`src/rtl/status_flag_controller_if.sv`:
```
// Purpose: bus bundle between the execute stage / branch unit and the status
//          flag controller.
// Signals:
//   alu_valid/alu_ready/alu_result/alu_carry/alu_overflow/alu_mask
//                                   ALU flag update request
//   sw_wr_valid/sw_wr_ready/sw_wr_data
//                                   software status write request
//   save_req/restore_req/sr_ack/sr_err/stack_full/stack_empty
//                                   interrupt save/restore of the flags
//   cond_code/cond_true             branch condition evaluation
//   status_value/busy               committed flags {Z,N,C,V}, controller busy
// Modports: master = requester side, slave = controller side.
interface status_flag_controller_if #(
  parameter int unsigned DATA_WIDTH = 8
);
  logic                  alu_valid;
  logic                  alu_ready;
  logic [DATA_WIDTH-1:0] alu_result;
  logic                  alu_carry;
  logic                  alu_overflow;
  logic [3:0]            alu_mask;
  logic                  sw_wr_valid;
  logic                  sw_wr_ready;
  logic [3:0]            sw_wr_data;
  logic                  save_req;
  logic                  restore_req;
  logic                  sr_ack;
  logic                  sr_err;
  logic                  stack_full;
  logic                  stack_empty;
  logic [3:0]            cond_code;
  logic                  cond_true;
  logic [3:0]            status_value;
  logic                  busy;

  modport master (
    output alu_valid, alu_result, alu_carry, alu_overflow, alu_mask,
    output sw_wr_valid, sw_wr_data, save_req, restore_req, cond_code,
    input  alu_ready, sw_wr_ready, sr_ack, sr_err, stack_full, stack_empty,
    input  cond_true, status_value, busy
  );

  modport slave (
    input  alu_valid, alu_result, alu_carry, alu_overflow, alu_mask,
    input  sw_wr_valid, sw_wr_data, save_req, restore_req, cond_code,
    output alu_ready, sw_wr_ready, sr_ack, sr_err, stack_full, stack_empty,
    output cond_true, status_value, busy
  );
endinterface

```
`src/rtl/status_flag_controller.sv`:
```
// Purpose: sole writer of the 4-bit status flags {Z,N,C,V}. Arbitrates
//          restore > save > software write > ALU update, one grant per idle
//          cycle, commits the selected update one edge after acceptance and
//          evaluates branch condition codes against the committed flags.
// Ports:
//   i_clock  rising-edge clock
//   i_reset  synchronous active-low reset
//   io_bus   status_flag_controller_if.slave (requests, handshakes, flags,
//            save/restore status, condition evaluation, busy)
// Configuration:
//   FLAG_STACK_EN  defined   : save/restore flag stack of STACK_DEPTH entries
//                  undefined : no stack; save/restore requests are ignored
module status_flag_controller #(
  parameter int unsigned DATA_WIDTH  = 8,
  parameter int unsigned STACK_DEPTH = 4
) (
  input  logic                           i_clock,
  input  logic                           i_reset,
  status_flag_controller_if.slave        io_bus
);

  localparam int unsigned FW    = 4;
  localparam int unsigned V_BIT = 0;
  localparam int unsigned C_BIT = 1;
  localparam int unsigned N_BIT = 2;
  localparam int unsigned Z_BIT = 3;

`ifdef FLAG_STACK_EN
  typedef enum logic [1:0] {
    ST_IDLE   = 2'd0,
    ST_COMMIT = 2'd1,
    ST_STACK  = 2'd2
  } state_e;
`else
  typedef enum logic {
    ST_IDLE   = 1'b0,
    ST_COMMIT = 1'b1
  } state_e;
`endif

  state_e          r_state;
  state_e          w_state_nxt;
  logic            w_alu_grant;
  logic            w_sw_grant;
  logic [FW-1:0]   r_flags;
  logic [FW-1:0]   r_pend_new;
  logic [FW-1:0]   r_pend_mask;
  logic [FW-1:0]   w_alu_flags;
  logic            w_cond;

`ifdef FLAG_STACK_EN
  localparam int unsigned SPW = $clog2(STACK_DEPTH + 1);

  logic            w_save_grant;
  logic            w_restore_grant;
  logic [SPW-1:0]  r_sp;
  logic [FW-1:0]   r_stack [STACK_DEPTH];
  logic            r_op_restore;
  logic            r_sr_err;
  logic            w_stack_full;
  logic            w_stack_empty;
  logic            w_stack_apply;
  logic [FW-1:0]   w_pop_flags;
`else
  logic            w_unused_cfg;
  assign w_unused_cfg = ^{io_bus.save_req, io_bus.restore_req, 32'(STACK_DEPTH)};
`endif

  // Candidate flags from the ALU result, ordered {Z,N,C,V}
  assign w_alu_flags = {(io_bus.alu_result == '0),
                        io_bus.alu_result[DATA_WIDTH-1],
                        io_bus.alu_carry,
                        io_bus.alu_overflow};

  // Next-state and grant arbitration
  always_comb begin
    w_state_nxt = r_state;
    w_alu_grant = 1'b0;
    w_sw_grant  = 1'b0;
`ifdef FLAG_STACK_EN
    w_save_grant    = 1'b0;
    w_restore_grant = 1'b0;
`endif
    case (r_state)
      ST_IDLE: begin
`ifdef FLAG_STACK_EN
        if (io_bus.restore_req) begin
          w_restore_grant = 1'b1;
          w_state_nxt     = ST_STACK;
        end else if (io_bus.save_req) begin
          w_save_grant = 1'b1;
          w_state_nxt  = ST_STACK;
        end else
`endif
        if (io_bus.sw_wr_valid) begin
          w_sw_grant  = 1'b1;
          w_state_nxt = ST_COMMIT;
        end else if (io_bus.alu_valid) begin
          w_alu_grant = 1'b1;
          w_state_nxt = ST_COMMIT;
        end
      end
      ST_COMMIT: w_state_nxt = ST_IDLE;
`ifdef FLAG_STACK_EN
      ST_STACK:  w_state_nxt = ST_IDLE;
`endif
      default:   w_state_nxt = ST_IDLE;
    endcase
  end

  // State, pending update capture and flag commit
  always_ff @(posedge i_clock) begin
    if (!i_reset) begin
      r_state     <= ST_IDLE;
      r_flags     <= '0;
      r_pend_new  <= '0;
      r_pend_mask <= '0;
    end else begin
      r_state <= w_state_nxt;
      if (w_sw_grant) begin
        r_pend_new  <= io_bus.sw_wr_data;
        r_pend_mask <= '1;
      end else if (w_alu_grant) begin
        r_pend_new  <= w_alu_flags;
        r_pend_mask <= io_bus.alu_mask;
      end
      if (r_state == ST_COMMIT) begin
        r_flags <= (r_pend_mask & r_pend_new) | (~r_pend_mask & r_flags);
      end
`ifdef FLAG_STACK_EN
      else if (w_stack_apply && r_op_restore) begin
        r_flags <= w_pop_flags;
      end
`endif
    end
  end

`ifdef FLAG_STACK_EN
  assign w_stack_full  = (r_sp == SPW'(STACK_DEPTH));
  assign w_stack_empty = (r_sp == '0);
  // An erroring push/pop leaves both stack and flags untouched
  assign w_stack_apply = (r_state == ST_STACK) && !r_sr_err;

  // Top-of-stack read (entry below the pointer)
  always_comb begin
    w_pop_flags = '0;
    for (int unsigned i = 0; i < STACK_DEPTH; i++) begin
      if (SPW'(i) == (r_sp - SPW'(1))) w_pop_flags = r_stack[i];
    end
  end

  // Operation type and error are fixed at grant; the stack cannot change before STACK
  always_ff @(posedge i_clock) begin
    if (!i_reset) begin
      r_sp         <= '0;
      r_op_restore <= 1'b0;
      r_sr_err     <= 1'b0;
    end else begin
      if (w_restore_grant) begin
        r_op_restore <= 1'b1;
        r_sr_err     <= w_stack_empty;
      end else if (w_save_grant) begin
        r_op_restore <= 1'b0;
        r_sr_err     <= w_stack_full;
      end
      if (w_stack_apply) begin
        r_sp <= r_op_restore ? (r_sp - SPW'(1)) : (r_sp + SPW'(1));
      end
    end
  end

  // Stack storage needs no reset: only entries below the pointer are ever read
  always_ff @(posedge i_clock) begin
    if (i_reset && w_stack_apply && !r_op_restore) begin
      for (int unsigned i = 0; i < STACK_DEPTH; i++) begin
        if (SPW'(i) == r_sp) r_stack[i] <= r_flags;
      end
    end
  end

  assign io_bus.sr_ack      = (r_state == ST_STACK);
  assign io_bus.sr_err      = (r_state == ST_STACK) && r_sr_err;
  assign io_bus.stack_full  = w_stack_full;
  assign io_bus.stack_empty = w_stack_empty;
`else
  assign io_bus.sr_ack      = 1'b0;
  assign io_bus.sr_err      = 1'b0;
  assign io_bus.stack_full  = 1'b0;
  assign io_bus.stack_empty = 1'b1;
`endif

  // Branch condition from committed flags only
  always_comb begin
    w_cond = 1'b0;
    case (io_bus.cond_code)
      4'd0:    w_cond =  r_flags[Z_BIT];
      4'd1:    w_cond = ~r_flags[Z_BIT];
      4'd2:    w_cond =  r_flags[C_BIT];
      4'd3:    w_cond = ~r_flags[C_BIT];
      4'd4:    w_cond =  r_flags[N_BIT];
      4'd5:    w_cond = ~r_flags[N_BIT];
      4'd6:    w_cond =  r_flags[V_BIT];
      4'd7:    w_cond = ~r_flags[V_BIT];
      4'd8:    w_cond = 1'b1;
      default: w_cond = 1'b0;
    endcase
  end

  assign io_bus.alu_ready    = w_alu_grant;
  assign io_bus.sw_wr_ready  = w_sw_grant;
  assign io_bus.cond_true    = w_cond;
  assign io_bus.status_value = r_flags;
  assign io_bus.busy         = (r_state != ST_IDLE);

endmodule
```
`src/flat_wrapper.sv`:
```
// flat-port wrapper written by rule: the top's interface ports become plain ports
module status_flag_controller_flat 
#(
  parameter int unsigned DATA_WIDTH  = 8,
  parameter int unsigned STACK_DEPTH = 4
)
  (i_clock, i_reset, io_bus_alu_valid, io_bus_alu_result, io_bus_alu_carry, io_bus_alu_overflow, io_bus_alu_mask, io_bus_sw_wr_valid, io_bus_sw_wr_data, io_bus_save_req, io_bus_restore_req, io_bus_cond_code, io_bus_alu_ready, io_bus_sw_wr_ready, io_bus_sr_ack, io_bus_sr_err, io_bus_stack_full, io_bus_stack_empty, io_bus_cond_true, io_bus_status_value, io_bus_busy);
  status_flag_controller_if #(.DATA_WIDTH(DATA_WIDTH)) io_bus_i ();
  input  logic i_clock;
  input  logic i_reset;
  input wire logic [$bits(io_bus_i.alu_valid)-1:0] io_bus_alu_valid;
  input wire logic [$bits(io_bus_i.alu_result)-1:0] io_bus_alu_result;
  input wire logic [$bits(io_bus_i.alu_carry)-1:0] io_bus_alu_carry;
  input wire logic [$bits(io_bus_i.alu_overflow)-1:0] io_bus_alu_overflow;
  input wire logic [$bits(io_bus_i.alu_mask)-1:0] io_bus_alu_mask;
  input wire logic [$bits(io_bus_i.sw_wr_valid)-1:0] io_bus_sw_wr_valid;
  input wire logic [$bits(io_bus_i.sw_wr_data)-1:0] io_bus_sw_wr_data;
  input wire logic [$bits(io_bus_i.save_req)-1:0] io_bus_save_req;
  input wire logic [$bits(io_bus_i.restore_req)-1:0] io_bus_restore_req;
  input wire logic [$bits(io_bus_i.cond_code)-1:0] io_bus_cond_code;
  output wire logic [$bits(io_bus_i.alu_ready)-1:0] io_bus_alu_ready;
  output wire logic [$bits(io_bus_i.sw_wr_ready)-1:0] io_bus_sw_wr_ready;
  output wire logic [$bits(io_bus_i.sr_ack)-1:0] io_bus_sr_ack;
  output wire logic [$bits(io_bus_i.sr_err)-1:0] io_bus_sr_err;
  output wire logic [$bits(io_bus_i.stack_full)-1:0] io_bus_stack_full;
  output wire logic [$bits(io_bus_i.stack_empty)-1:0] io_bus_stack_empty;
  output wire logic [$bits(io_bus_i.cond_true)-1:0] io_bus_cond_true;
  output wire logic [$bits(io_bus_i.status_value)-1:0] io_bus_status_value;
  output wire logic [$bits(io_bus_i.busy)-1:0] io_bus_busy;
  assign io_bus_i.alu_valid = io_bus_alu_valid;
  assign io_bus_i.alu_result = io_bus_alu_result;
  assign io_bus_i.alu_carry = io_bus_alu_carry;
  assign io_bus_i.alu_overflow = io_bus_alu_overflow;
  assign io_bus_i.alu_mask = io_bus_alu_mask;
  assign io_bus_i.sw_wr_valid = io_bus_sw_wr_valid;
  assign io_bus_i.sw_wr_data = io_bus_sw_wr_data;
  assign io_bus_i.save_req = io_bus_save_req;
  assign io_bus_i.restore_req = io_bus_restore_req;
  assign io_bus_i.cond_code = io_bus_cond_code;
  assign io_bus_alu_ready = io_bus_i.alu_ready;
  assign io_bus_sw_wr_ready = io_bus_i.sw_wr_ready;
  assign io_bus_sr_ack = io_bus_i.sr_ack;
  assign io_bus_sr_err = io_bus_i.sr_err;
  assign io_bus_stack_full = io_bus_i.stack_full;
  assign io_bus_stack_empty = io_bus_i.stack_empty;
  assign io_bus_cond_true = io_bus_i.cond_true;
  assign io_bus_status_value = io_bus_i.status_value;
  assign io_bus_busy = io_bus_i.busy;
  status_flag_controller #(.DATA_WIDTH(DATA_WIDTH), .STACK_DEPTH(STACK_DEPTH)) u_core (.i_clock(i_clock), .i_reset(i_reset), .io_bus(io_bus_i));
endmodule
```
`config.mk`:
```
export PLATFORM = sky130hd
export DESIGN_NAME = status_flag_controller_flat
export DESIGN_NICKNAME = d
export VERILOG_FILES = /design/src/rtl/status_flag_controller_if.sv /design/src/rtl/status_flag_controller.sv /design/src/flat_wrapper.sv
export SDC_FILE = /design/constraint.sdc
export NUM_CORES = 1
export LEC_CHECK = 0
export BUFFER_PORTS_ARGS = -buffer_cell sky130_fd_sc_hd__buf_2
export CORE_MARGIN = 4
export CORE_UTILIZATION = 36
export CTS_CLUSTER_SIZE = 20
export DETAILED_ROUTE_END_ITERATION = 8
export PLACE_DENSITY = 0.75
export REMOVE_ABC_BUFFERS = 1
export SYNTH_ARGS = -nofsm -noshare
export SYNTH_HDL_FRONTEND = slang
export SYNTH_SLANG_ARGS = --single-unit
```
`constraint.sdc`:
```
create_clock -name i_clock -period 1.4 [get_ports i_clock]
set_input_delay 0.21 -clock i_clock [delete_from_list [all_inputs] [get_ports i_clock]]
set_output_delay 0.21 -clock i_clock [all_outputs]
set_load 0.02 [all_outputs]
```
==> metrics.md, run 1 <==
| Metric | Value |
|---|---|
| Clock Latency Late Sink | `0.27 ns` |
| Layout Skew | `between 0.0015 and 0.002 ns` |
| Post-Synthesis Cells | `between 70 and 80` |
| Vias per cell | `around 4.8` |
| CP Data Required Time | `~1.2 ns` |
| EDFF count, synth | `0` |
| CP Cell Sequence | `mux4_2 > or3b_4 > o311ai_4 > buf_6` |
| CP peak stage delay | `approximately 0.46 ns` |
| Bufs on Longest Clock Path | `2` |
| Final net count | `140` |
| Placement Rows | `14` |
| DRT iter0 DRCs | `22` |
| FMAX | `516 MHz` |
| Max VDD drop | `approximately 600 uV` |
| Postcts setup bufs | `0` |
| CTS buffer count | `3` |
| Area Overhead vs Synth | `42.4%` |
| Synthesis Warnings | `0` |
| Total track usage | `between 10% and 20%` |
| Violated checks | `negative setup slack` |
| Crit path arrival time | `about 1.7 ns` |
| Worst hold path depth | `3` |
| Mapped cell area | `between 600 and 700 um2` |
| Final min period | `between 1.5 and 2 ns` |
| Final ANT Viol Nets | `0` |
| First-pass GRT wire length | `2.35 mm` |
| Crit path capture type | `output port` |
| Initial antenna violation count | `0` |
| Via count | `654` |
| Worst setup margin | `-0.540 ns` |
| PortBufs | `33` |
| Worst path top cell family by delay | `multiplexers` |
| Dpl hpwl | `~1.2 mm` |
| Critical hold path startpoint | `io_bus_sw_wr_data[3]` |
| Worst r2r src | `u_core.io_bus.busy$_SDFF_PP0_` |
| Pins Over Slew Limit | `0` |
| DIE HEIGHT | `50.2 um` |
| Crit Path Max Fanout | `2` |
| Distinct cell type count after synthesis | `25` |
| Clock root cell | `clkbuf_4` |
| Status | `finished with violations` |
| DRT Pass-1 Iters | `4` |
| Pre-CTS WS | `-0.287 ns` |
| Layout cells sized above 1 | `49.5%` |
| Post-synthesis sequential area ratio | `between 40 and 50%` |
| DRC | `0` |
| # Max-Cap Violations | `0` |
| Crit Path Category | `flip-flop to output port` |
| Starting Density | `between 40% and 50%` |
| Buf/Inv on CP | `1` |
| Average wire per standard cell | `11.2 um` |
| Static leakage | `between 0.4 and 0.5 nW` |
| Async set-reset flop share out of synthesis | `0%` |
| CTS tree | `done` |
| Ys flop type | `dfxtp_1` |
| Floorplan core area | `roughly 1600 um2` |
| HP Class | `primary input to flip-flop` |
| Clock slew at reported path FFs | `0.08 ns` |
| Vias in the first global route | `just under 600` |
| Crit-path slowest cell | `mux4_2` |
| Endpoints failing setup | `1` |
| Hold_buf cts | `0` |
| Setup Total Neg Slack | `-0.540 ns` |
| FF-to-FF setup slack | `around 0.30 ns` |
| Clock sink total | `13` |
| Pwr Density | `901 nW/um2` |
| Routability cong. | `0.710` |
| Yosys reg bits | `13` |
| RSZ-0062 raised after global routing | `true` |
| Die width | `50.2 um` |
| I/O Pins | `40` |
| Period utilisation layout | `139%` |
| Crit path depth | `4` |
| Antenna Cells | `0` |
| Post-Syn Area per Cell | `9.02 um2` |
| Final Hold Viols | `0` |
| CTS HTree Levels | `1` |
| Pin count of the biggest net entering global routing | `14` |
| CP startpoint kind | `flip-flop` |
| Die area | `2520 um2` |
| Global route total overflow | `0` |
| Reg2reg path depth | `3` |
| Final wirelength | `around 1.5 mm` |
==> final timing paths <==
kind | end
worst max register to register | u_core.r_pend_new[1]$_SDFFE_PN0P_
worst min-delay path | u_core.r_pend_new[3]$_SDFFE_PN0P_
worst min register to register | flip-flop
worst max-delay path | io_bus_cond_true
==> kinds of logic (layout without fill, tap and decap cells) <==
family	Yosys count	in the layout	share of synthesized area, %
AND/OR/NAND/NOR	25	25	19.3
AO/OA/AOI/OAI	16	16	19.1
flip-flops	13	13	40.6
buffers and inverters	9	47	8.20
multiplexers	6	6	11.5
other	2	4	1.17
==> worst register-to-register path: stages, from the launching register on <==
cell and delay (ns):
dfxtp_1 0.34, o21ba_2 0.38, nor2_1 0.07, a211oi_1 0.23
==> cell usage after synthesis (all sizes together), types with 2 or more instances <==
master / number / area (um2)
a211oi: 3 / 22.5
a21oi: 4 / 20.0
buf: 7 / 45.0
conb: 2 / 7.51
dfxtp: 13 / 260
inv: 2 / 7.51
mux2i: 4 / 40.0
nand2: 9 / 33.8
nand3: 3 / 15.0
nor2: 5 / 18.8
nor4: 2 / 12.5
o21ai: 2 / 10.0
o221a: 4 / 45.0
==> layout make-up <==
cell class                 instances  area [um2]
clock buffer                       4        26.3
fill                             143         682
inverter                           2        7.51
multi-input combinational         51         355
sequential                        13         262
tap                               24        30.0
timing repair buffer              41         231
==> layer usage <==
layer,global-route usage (%),vias up,part of all wire [%]
li1,-,334,-
met1,13.8,279,42
met5,0,-,0
met2,20.0,37,45
met3,3.25,4,12
met4,6.91,0,1.3
==> stage by stage <==
step                      total power [W]  cells  util (%)  hold slack (ns)  instance area (um2)
after CTS                        0.000814    135      55.5            0.202                  885
after global routing             0.000860    135      57.2            0.207                  912
after floorplan                  0.000511     66         -            0.332                  603
final                            0.000822    135      57.2            0.208                  912
after global placement           0.000587    131      53.8            0.460                  858
after detailed placement         0.000593    131      53.8            0.463                  858
==> power breakdown <==
| part | internal (W) | switching (W) |
|---|---|---|
| registers | 0.000397 | 0.0000169 |
| logic | 0.0000898 | 0.0000917 |
| clock network | 0.000110 | 0.000116 |
| total | 0.000597 | 0.000224 |
==> placed cells by master (no fill, tap or decap), types with 2 or more instances in the layout <==
cell type	instances
buf_2	32
inv_1	2
o221a_2	4
clkbuf_4	3
nand3_1	3
a211oi_1	3
mux2i_1	4
nand2_1	9
conb_1	4
dfxtp_1	12
a21oi_1	4
o21ai_0	2
nor2_1	5
buf_4	8
nor4_1	2
==> timing repair <==
| item | CTS | global route |
|---|---|---|
| setup endpoints to repair | 1 | 1 |
| pin swaps | 0 | 1 |
| gates resized for setup | 0 | 6 |
Power figures use the tool's default switching activity.
==> inputs of run 2 (changes only) <==
--- a/config.mk
+++ b/config.mk
@@ -5,13 +5,15 @@
 export SDC_FILE = /design/constraint.sdc
 export NUM_CORES = 1
 export LEC_CHECK = 0
+export ABC_AREA = 1
 export BUFFER_PORTS_ARGS = -buffer_cell sky130_fd_sc_hd__buf_2
 export CORE_MARGIN = 4
 export CORE_UTILIZATION = 36
 export CTS_CLUSTER_SIZE = 20
 export DETAILED_ROUTE_END_ITERATION = 8
-export PLACE_DENSITY = 0.75
+export PLACE_DENSITY = 0.73
 export REMOVE_ABC_BUFFERS = 1
 export SYNTH_ARGS = -nofsm -noshare
 export SYNTH_HDL_FRONTEND = slang
 export SYNTH_SLANG_ARGS = --single-unit
+export TNS_END_PERCENT = 100
==> metrics.md, run 2 <==
| Metric | Value |
|---|---|
| Most frequent cells in the layout | `32 x buf_2, 20 x nor2_1, 15 x nand2_1` |
| DRT iter0 DRCs | `11` |
| CTS HTree Levels | `1` |
| Met1 usage | `between 10% and 20%` |
| CP peak stage delay | `0.35 ns` |
| Bufs on Longest Clock Path | `2` |
| EDFF count, synth | `0` |
| Global route total overflow | `0` |
| Distinct cell type count after synthesis | `19` |
| Crit path arrival time | `approximately 1.1 ns` |
| Crit-path slowest cell | `dfxtp_2` |
| HP Class | `primary input to flip-flop` |
| Top cells by count, synth | `20 x nor2_1, 15 x nand2_1, 13 x dfxtp_1, 12 x inv_1, 12 x nand3_1` |
| Final Hold Viols | `0` |
| Pin count of the biggest net entering global routing | `13` |
| Final net count | `about 170` |
| First-pass GRT wire length | `about 2.6 mm` |
| Async set-reset flop share out of synthesis | `0%` |
| Final wirelength | `approximately 1.7 mm` |
| Clock slew at reported path FFs | `0.07 ns` |
| Floorplan core area | `approximately 1800 um2` |
| Placement Rows | `15` |
| Layout cells sized above 1 | `roughly 37%` |
| Post-Synthesis Cells | `approximately 110` |
| Worst r2r src | `u_core.io_bus.busy$_SDFF_PP0_` |
| Hold_buf cts | `0` |
| DIE HEIGHT | `about 53 um` |
| Area Overhead vs Synth | `31.6%` |
| Mapped cell area | `721 um2` |
| Fillers | `around 200` |
| Count leader, synth | `nor2_1` |
| Crit Path Category | `flip-flop to output port` |
| RSZ-0062 raised after global routing | `true` |
| Ys flop type | `dfxtp_1` |
| Vias in the first global route | `between 600 and 700` |
| Pins Over Slew Limit | `0` |
| Clock Latency Late Sink | `between 0.2 and 0.3 ns` |
| Period utilisation layout | `a little over nine tenths` |
| Clock sink total | `13` |
| Post-Syn Area per Cell | `about 6.6 um2` |
| # Max-Cap Violations | `0` |
| Crit Path Max Fanout | `4` |
| Total track usage | `between 10% and 20%` |
| Starting Density | `around two fifths` |
| Final ANT Viol Nets | `0` |
| Antenna Cells | `0` |
| Via count | `between 700 and 800` |
| CP Data Required Time | `1.19 ns` |
| PortBufs | `33` |
| Vias per cell | `approximately 4.7` |
| Average wire per standard cell | `around 10 um` |
| Status | `completed` |
| Yosys top cell area share | `36.1%` |
| Post-synthesis sequential area ratio | `~36%` |
| CP Cell Sequence | `nand3b_1 > nand2_1 > nor2_1 > nand3_1 > buf_6` |
| Met3 Use GR | `roughly 2.8%` |
| Final min period | `1.34 ns` |
| Most common cell after layout, fill and taps aside | `buf_2` |
| Total power | `just under 0.0009 W` |
| DRC | `0` |
| Area leader, netlist | `dfxtp_1` |
| CTS buffer count | `3` |
| CTS tree | `done` |
| Top area cells in the synthesized netlist | `dfxtp_1 36%, nor2_1 10%, nand3_1 8.3%, nand2_1 7.8%, o21ai_0 6.9%` |
| Max VDD drop | `~430 uV` |
| Layout Skew | `roughly 0.0021 ns` |
| Routability cong. | `~0.77` |
| Met2 global-route usage | `between 20% and 30%` |
| I/O Pins | `40` |
| Die area | `approximately 2800 um2` |
| Yosys reg bits | `13` |
| Endpoints failing setup | `0` |
| Clock root cell | `clkbuf_4` |
| Initial antenna violation count | `0` |
| Final Instance Count excl. Fillers | `around 170` |
| Buf/Inv on CP | `1` |
| CP startpoint kind | `flip-flop` |
| Die width | `around 53 um` |
| Dpl cells | `around 160` |
| Pwr Density | `915 nW/um2` |
| Crit path capture type | `output port` |
| Synthesis Warnings | `0` |
| GRT busiest layer | `met2` |
| Critical hold path startpoint | `io_bus_alu_mask[0]` |
| FMAX | `between 700 and 800 MHz` |
| DRT Pass-1 Iters | `4` |
| Static leakage | `between 0.5 and 0.6 nW` |
| Dpl hpwl | `approximately 1.3 mm` |
| Worst path top cell family by delay | `flip-flops` |
run 2: cell types whose count changed in the layout (fill, tap and decap cells not counted), sizes merged, moves of 2 or more:
| cell | previous run | this run |
|---|---|---|
| inv | 2 | 14 |
| o21ai | 2 | 11 |
| mux2i | 4 | 0 |
| a21oi | 4 | 6 |
| o221a | 4 | 0 |
| a211oi | 3 | 0 |
| nor4 | 2 | 0 |
| buf | 41 | 34 |
| nand2 | 9 | 20 |
| nor2 | 5 | 21 |
| nand3 | 3 | 12 |
run 2: routing by layer:
metal	up-vias	share of wire [%]
li1	412	-
met1	334	44
met2	40	44
met3	4	9.5
met4	0	2.6
met5	-	0
run 2: final timing paths:
path                                   endpoint  cells past startpoint  slack (ns)
max                            io_bus_cond_true                      5        0.06
min          u_core.r_pend_mask[0]$_SDFFE_PN0P_                      3        0.18
max reg2reg   u_core.r_pend_new[2]$_SDFFE_PN0P_                      7        0.37
min reg2reg                           flip-flop                      2        0.48
run 2: through the flow:
step	setup slack, ns	setup TNS (ns)	area [um2]	hold WS (ns)	util (%)
floorplan	0.257	0	693	0.340	-
global placement	0.214	0	890	0.457	49.4
global route	-0.0278	-0.0278	948	0.179	52.6
detailed placement	0.163	0	890	0.471	49.4
CTS	0.00745	0	917	0.178	50.9
finish	0.0600	0	948	0.176	52.6
run 2: power by group:
group,internal (W),switching [W],total [W]
clock network,0.000111,0.000119,0.000229
logic,0.0000839,0.000128,0.000212
registers,0.000404,0.0000228,0.000426
total,0.000598,0.000270,0.000868
run 2: cell families (layout without fill, tap and decap cells):
group	count (synthesis)	count (layout)	share of synthesized area (%)
AOI/OAI and AO/OA	19	19	14.8
buffers and inverters	19	52	12.2
DFF	13	13	36.1
other	2	4	1.04
and+or+nand+nor	56	56	35.9
run 2: worst reg2reg max path, delay by kind of cell, from the launching register on:
family                 cells  cell delay [ns]
flip-flops                 1             0.44
buffers and inverters      2             0.13
AO/OA/AOI/OAI              1             0.05
AND/OR/NAND/NOR            4             0.31
run 2: layout make-up:
class / instances / area (um2) / area share (%)
multi-input cells: 79 / 390 / 41.2
flip-flops and latches: 13 / 267 / 28.1
repair buffers: 34 / 179 / 18.9
inverters: 14 / 55.1 / 5.80
well taps: 25 / 31.3 / 3.30
clock buffers: 4 / 26.3 / 2.77
run 2: repair_timing:
action	in CTS	in global routing
gates resized for setup	1	9
buffers inserted	0	1
pin swaps	0	2
setup endpoints to repair	1	2
==> inputs of run 3 (changes only) <==
--- a/config.mk
+++ b/config.mk
@@ -11,8 +11,10 @@
 export CORE_UTILIZATION = 36
 export CTS_CLUSTER_SIZE = 20
 export DETAILED_ROUTE_END_ITERATION = 8
-export PLACE_DENSITY = 0.73
+export HOLD_SLACK_MARGIN = 0.05
+export PLACE_DENSITY_LB_ADDON = 0.3
 export REMOVE_ABC_BUFFERS = 1
+export SKIP_LAST_GASP = 1
 export SYNTH_ARGS = -nofsm -noshare
 export SYNTH_HDL_FRONTEND = slang
 export SYNTH_SLANG_ARGS = --single-unit
==> metrics.md, run 3 (same netlist as run 2, synthesis figures left out) <==
| Metric | Value |
|---|---|
| Status | `completed` |
| Worst path top cell family by delay | `simple AND/OR/NAND/NOR gates` |
| Fillers | `around 190` |
| Clock root cell | `clkbuf_4` |
| Worst r2r src | `u_core.io_bus.busy$_SDFF_PP0_` |
| # Max-Cap Violations | `0` |
| DIE HEIGHT | `approximately 53 um` |
| Layout Skew | `0.00210 ns` |
| Crit path to | `io_bus_cond_true` |
| Final net count | `roughly 170` |
| Die width | `52.7 um` |
| Reg power frac | `between 40% and 50%` |
| Pre-CTS WS | `roughly 0.21 ns` |
| Routability cong. | `0.728` |
| Bufs on Longest Clock Path | `2` |
| Clock Latency Late Sink | `around 0.26 ns` |
| DRT iter0 DRCs | `11` |
| CTS buffer count | `3` |
| Final Hold Viols | `0` |
| CP startpoint kind | `flip-flop` |
| PortBufs | `33` |
| Initial antenna violation count | `0` |
| Max VDD drop | `450 uV` |
| Pin count of the biggest net entering global routing | `13` |
| Crit path arrival time | `roughly 1.2 ns` |
| Crit-path slowest cell | `dfxtp_2` |
| Crit Path Max Fanout | `4` |
| HP Class | `primary input to flip-flop` |
| Internal Power | `0.000598 W` |
| Period utilisation layout | `between 90% and 100%` |
| Antenna Cells | `0` |
| FF-to-FF setup slack | `around 0.34 ns` |
| Global route total overflow | `0` |
| Post-route core utilization | `about 52%` |
| Placed Area | `~900 um2` |
| Static leakage | `approximately 0.5 nW` |
| Design Area, Final | `943 um2` |
| Final min period | `about 1.4 ns` |
| Area Overhead vs Synth | `30.9%` |
| Pwr Density | `~900 nW/um2` |
| Crit Path Category | `flip-flop to output port` |
| Clock slew at reported path FFs | `0.07 ns` |
| Logic pwr share | `about a quarter` |
| Pins Over Slew Limit | `0` |
| First-pass GRT wire length | `~2.6 mm` |
| Placement Rows | `15` |
| I/O Pins | `40` |
| Sw Ratio | `~30%` |
| DRT Pass-1 Iters | `4` |
| CP peak stage delay | `roughly 0.35 ns` |
| Reg2reg path depth | `5` |
| Die area | `2780 um2` |
| Total track usage | `between 10% and 20%` |
| Worst setup margin | `roughly 0.038 ns` |
| CP Cell Sequence | `nand3b_1 > nand2_1 > nor2_1 > nand3_1 > buf_6` |
| Floorplan core area | `between 1500 and 2000 um2` |
| Most common cell after layout, fill and taps aside | `buf_2` |
| Endpoints failing setup | `0` |
| Setup Total Neg Slack | `0 ns` |
| Vias per cell | `about 4.7` |
| Final ANT Viol Nets | `0` |
| CTS tree | `done` |
| Clock sink total | `13` |
| CTS HTree Levels | `1` |
| Layout cells sized above 1 | `between 30% and 40%` |
| Clk network pwr share | `between 20% and 30%` |
| Crit path capture type | `output port` |
| Most frequent cells in the layout | `32 x buf_2, 20 x nor2_1, 15 x nand2_1` |
| FMAX | `734 MHz` |
| R2R Path End | `u_core.r_pend_mask[1]$_SDFFE_PN0P_` |
| Via count | `797` |
| Buf/Inv on CP | `1` |
| Final wirelength | `1.64 mm` |
| Dpl hpwl | `around 1.3 mm` |
| RSZ-0062 raised after global routing | `true` |
| Crit path depth | `5` |
| Average wire per standard cell | `between 9 and 10 um` |
| DRC | `0` |
| Starting Density | `between 30% and 40%` |
| Switch Pwr | `~0.00026 W` |
| Vias in the first global route | `approximately 660` |
| CP Data Required Time | `1.19 ns` |
run 3: changes by cell type in the layout (fill, tap and decap cells not counted), sizes merged:
| cell | change |
|---|---|
| buf | +1 |
run 3: per-layer routing:
layer / global-route usage [%] / vias up / share of wire [%]
li1: - / 418 / -
met1: 14.1 / 332 / 43
met2: 21.7 / 43 / 47
met3: 2.28 / 4 / 9.5
met4: 3.83 / 0 / 1.2
met5: 0 / - / 0
run 3: tightest hold or removal path: cells and delay by family:
| kind | cells | cell delay [ns] |
|---|---|---|
| AOI/OAI and AO/OA | 1 | 0.07 |
| and+or+nand+nor | 1 | 0.07 |
| buffers and inverters | 1 | 0.07 |
run 3: metrics by stage:
step / instances / hold slack [ns] / power [W]
final: 170 / 0.192 / 0.000854
after global routing: 170 / 0.204 / 0.000909
after CTS: 169 / 0.193 / 0.000854
after detailed placement: 165 / 0.464 / 0.000635
after global placement: 165 / 0.457 / 0.000629
after floorplan: 106 / 0.340 / 0.000553
run 3: worst min-delay path by stage:
stage                                                     to                         startpoint  slack (ns)  depth (start not counted)
after detailed placement   u_core.r_pend_new[1]$_SDFFE_PN0P_  u_core.r_pend_new[1]$_SDFFE_PN0P_        0.46                          2
after global placement     u_core.r_pend_new[1]$_SDFFE_PN0P_  u_core.r_pend_new[1]$_SDFFE_PN0P_        0.46                          2
after global routing      u_core.r_pend_mask[3]$_SDFFE_PN0P_                 io_bus_alu_mask[3]        0.20                          3
after floorplan                u_core.io_bus.busy$_SDFF_PP0_                            i_reset        0.34                          2
final                     u_core.r_pend_mask[2]$_SDFFE_PN0P_                 io_bus_alu_mask[2]        0.19                          3
after CTS                 u_core.r_pend_mask[2]$_SDFFE_PN0P_                 io_bus_alu_mask[2]        0.19                          3
run 3: final cells by class:
class / count / area [um2] / share of cell area [%]
clock buffer: 4 / 26.3 / 2.79
inverter: 14 / 52.6 / 5.57
multi-input combinational: 79 / 380 / 40.3
sequential: 13 / 267 / 28.2
tap: 25 / 31.3 / 3.32
timing repair buffer: 35 / 186 / 19.8
run 3: power groups by stage:
stage	logic, W	registers (W)	clock network [W]
after floorplan	0.000114	0.000439	0
after global placement	0.000198	0.000431	0
after detailed placement	0.000202	0.000433	0
after CTS	0.000204	0.000425	0.000225
after global routing	0.000235	0.000431	0.000244
final	0.000211	0.000426	0.000218
run 3: repair_timing:
item | in CTS | in global routing
setup endpoints to repair | 1 | 1
setup buffers | 0 | 1
endpoints found under the hold margin | 0 | 0
pin swaps | 0 | 3
resized for setup | 1 | 6
hold buffers | 0 | 0
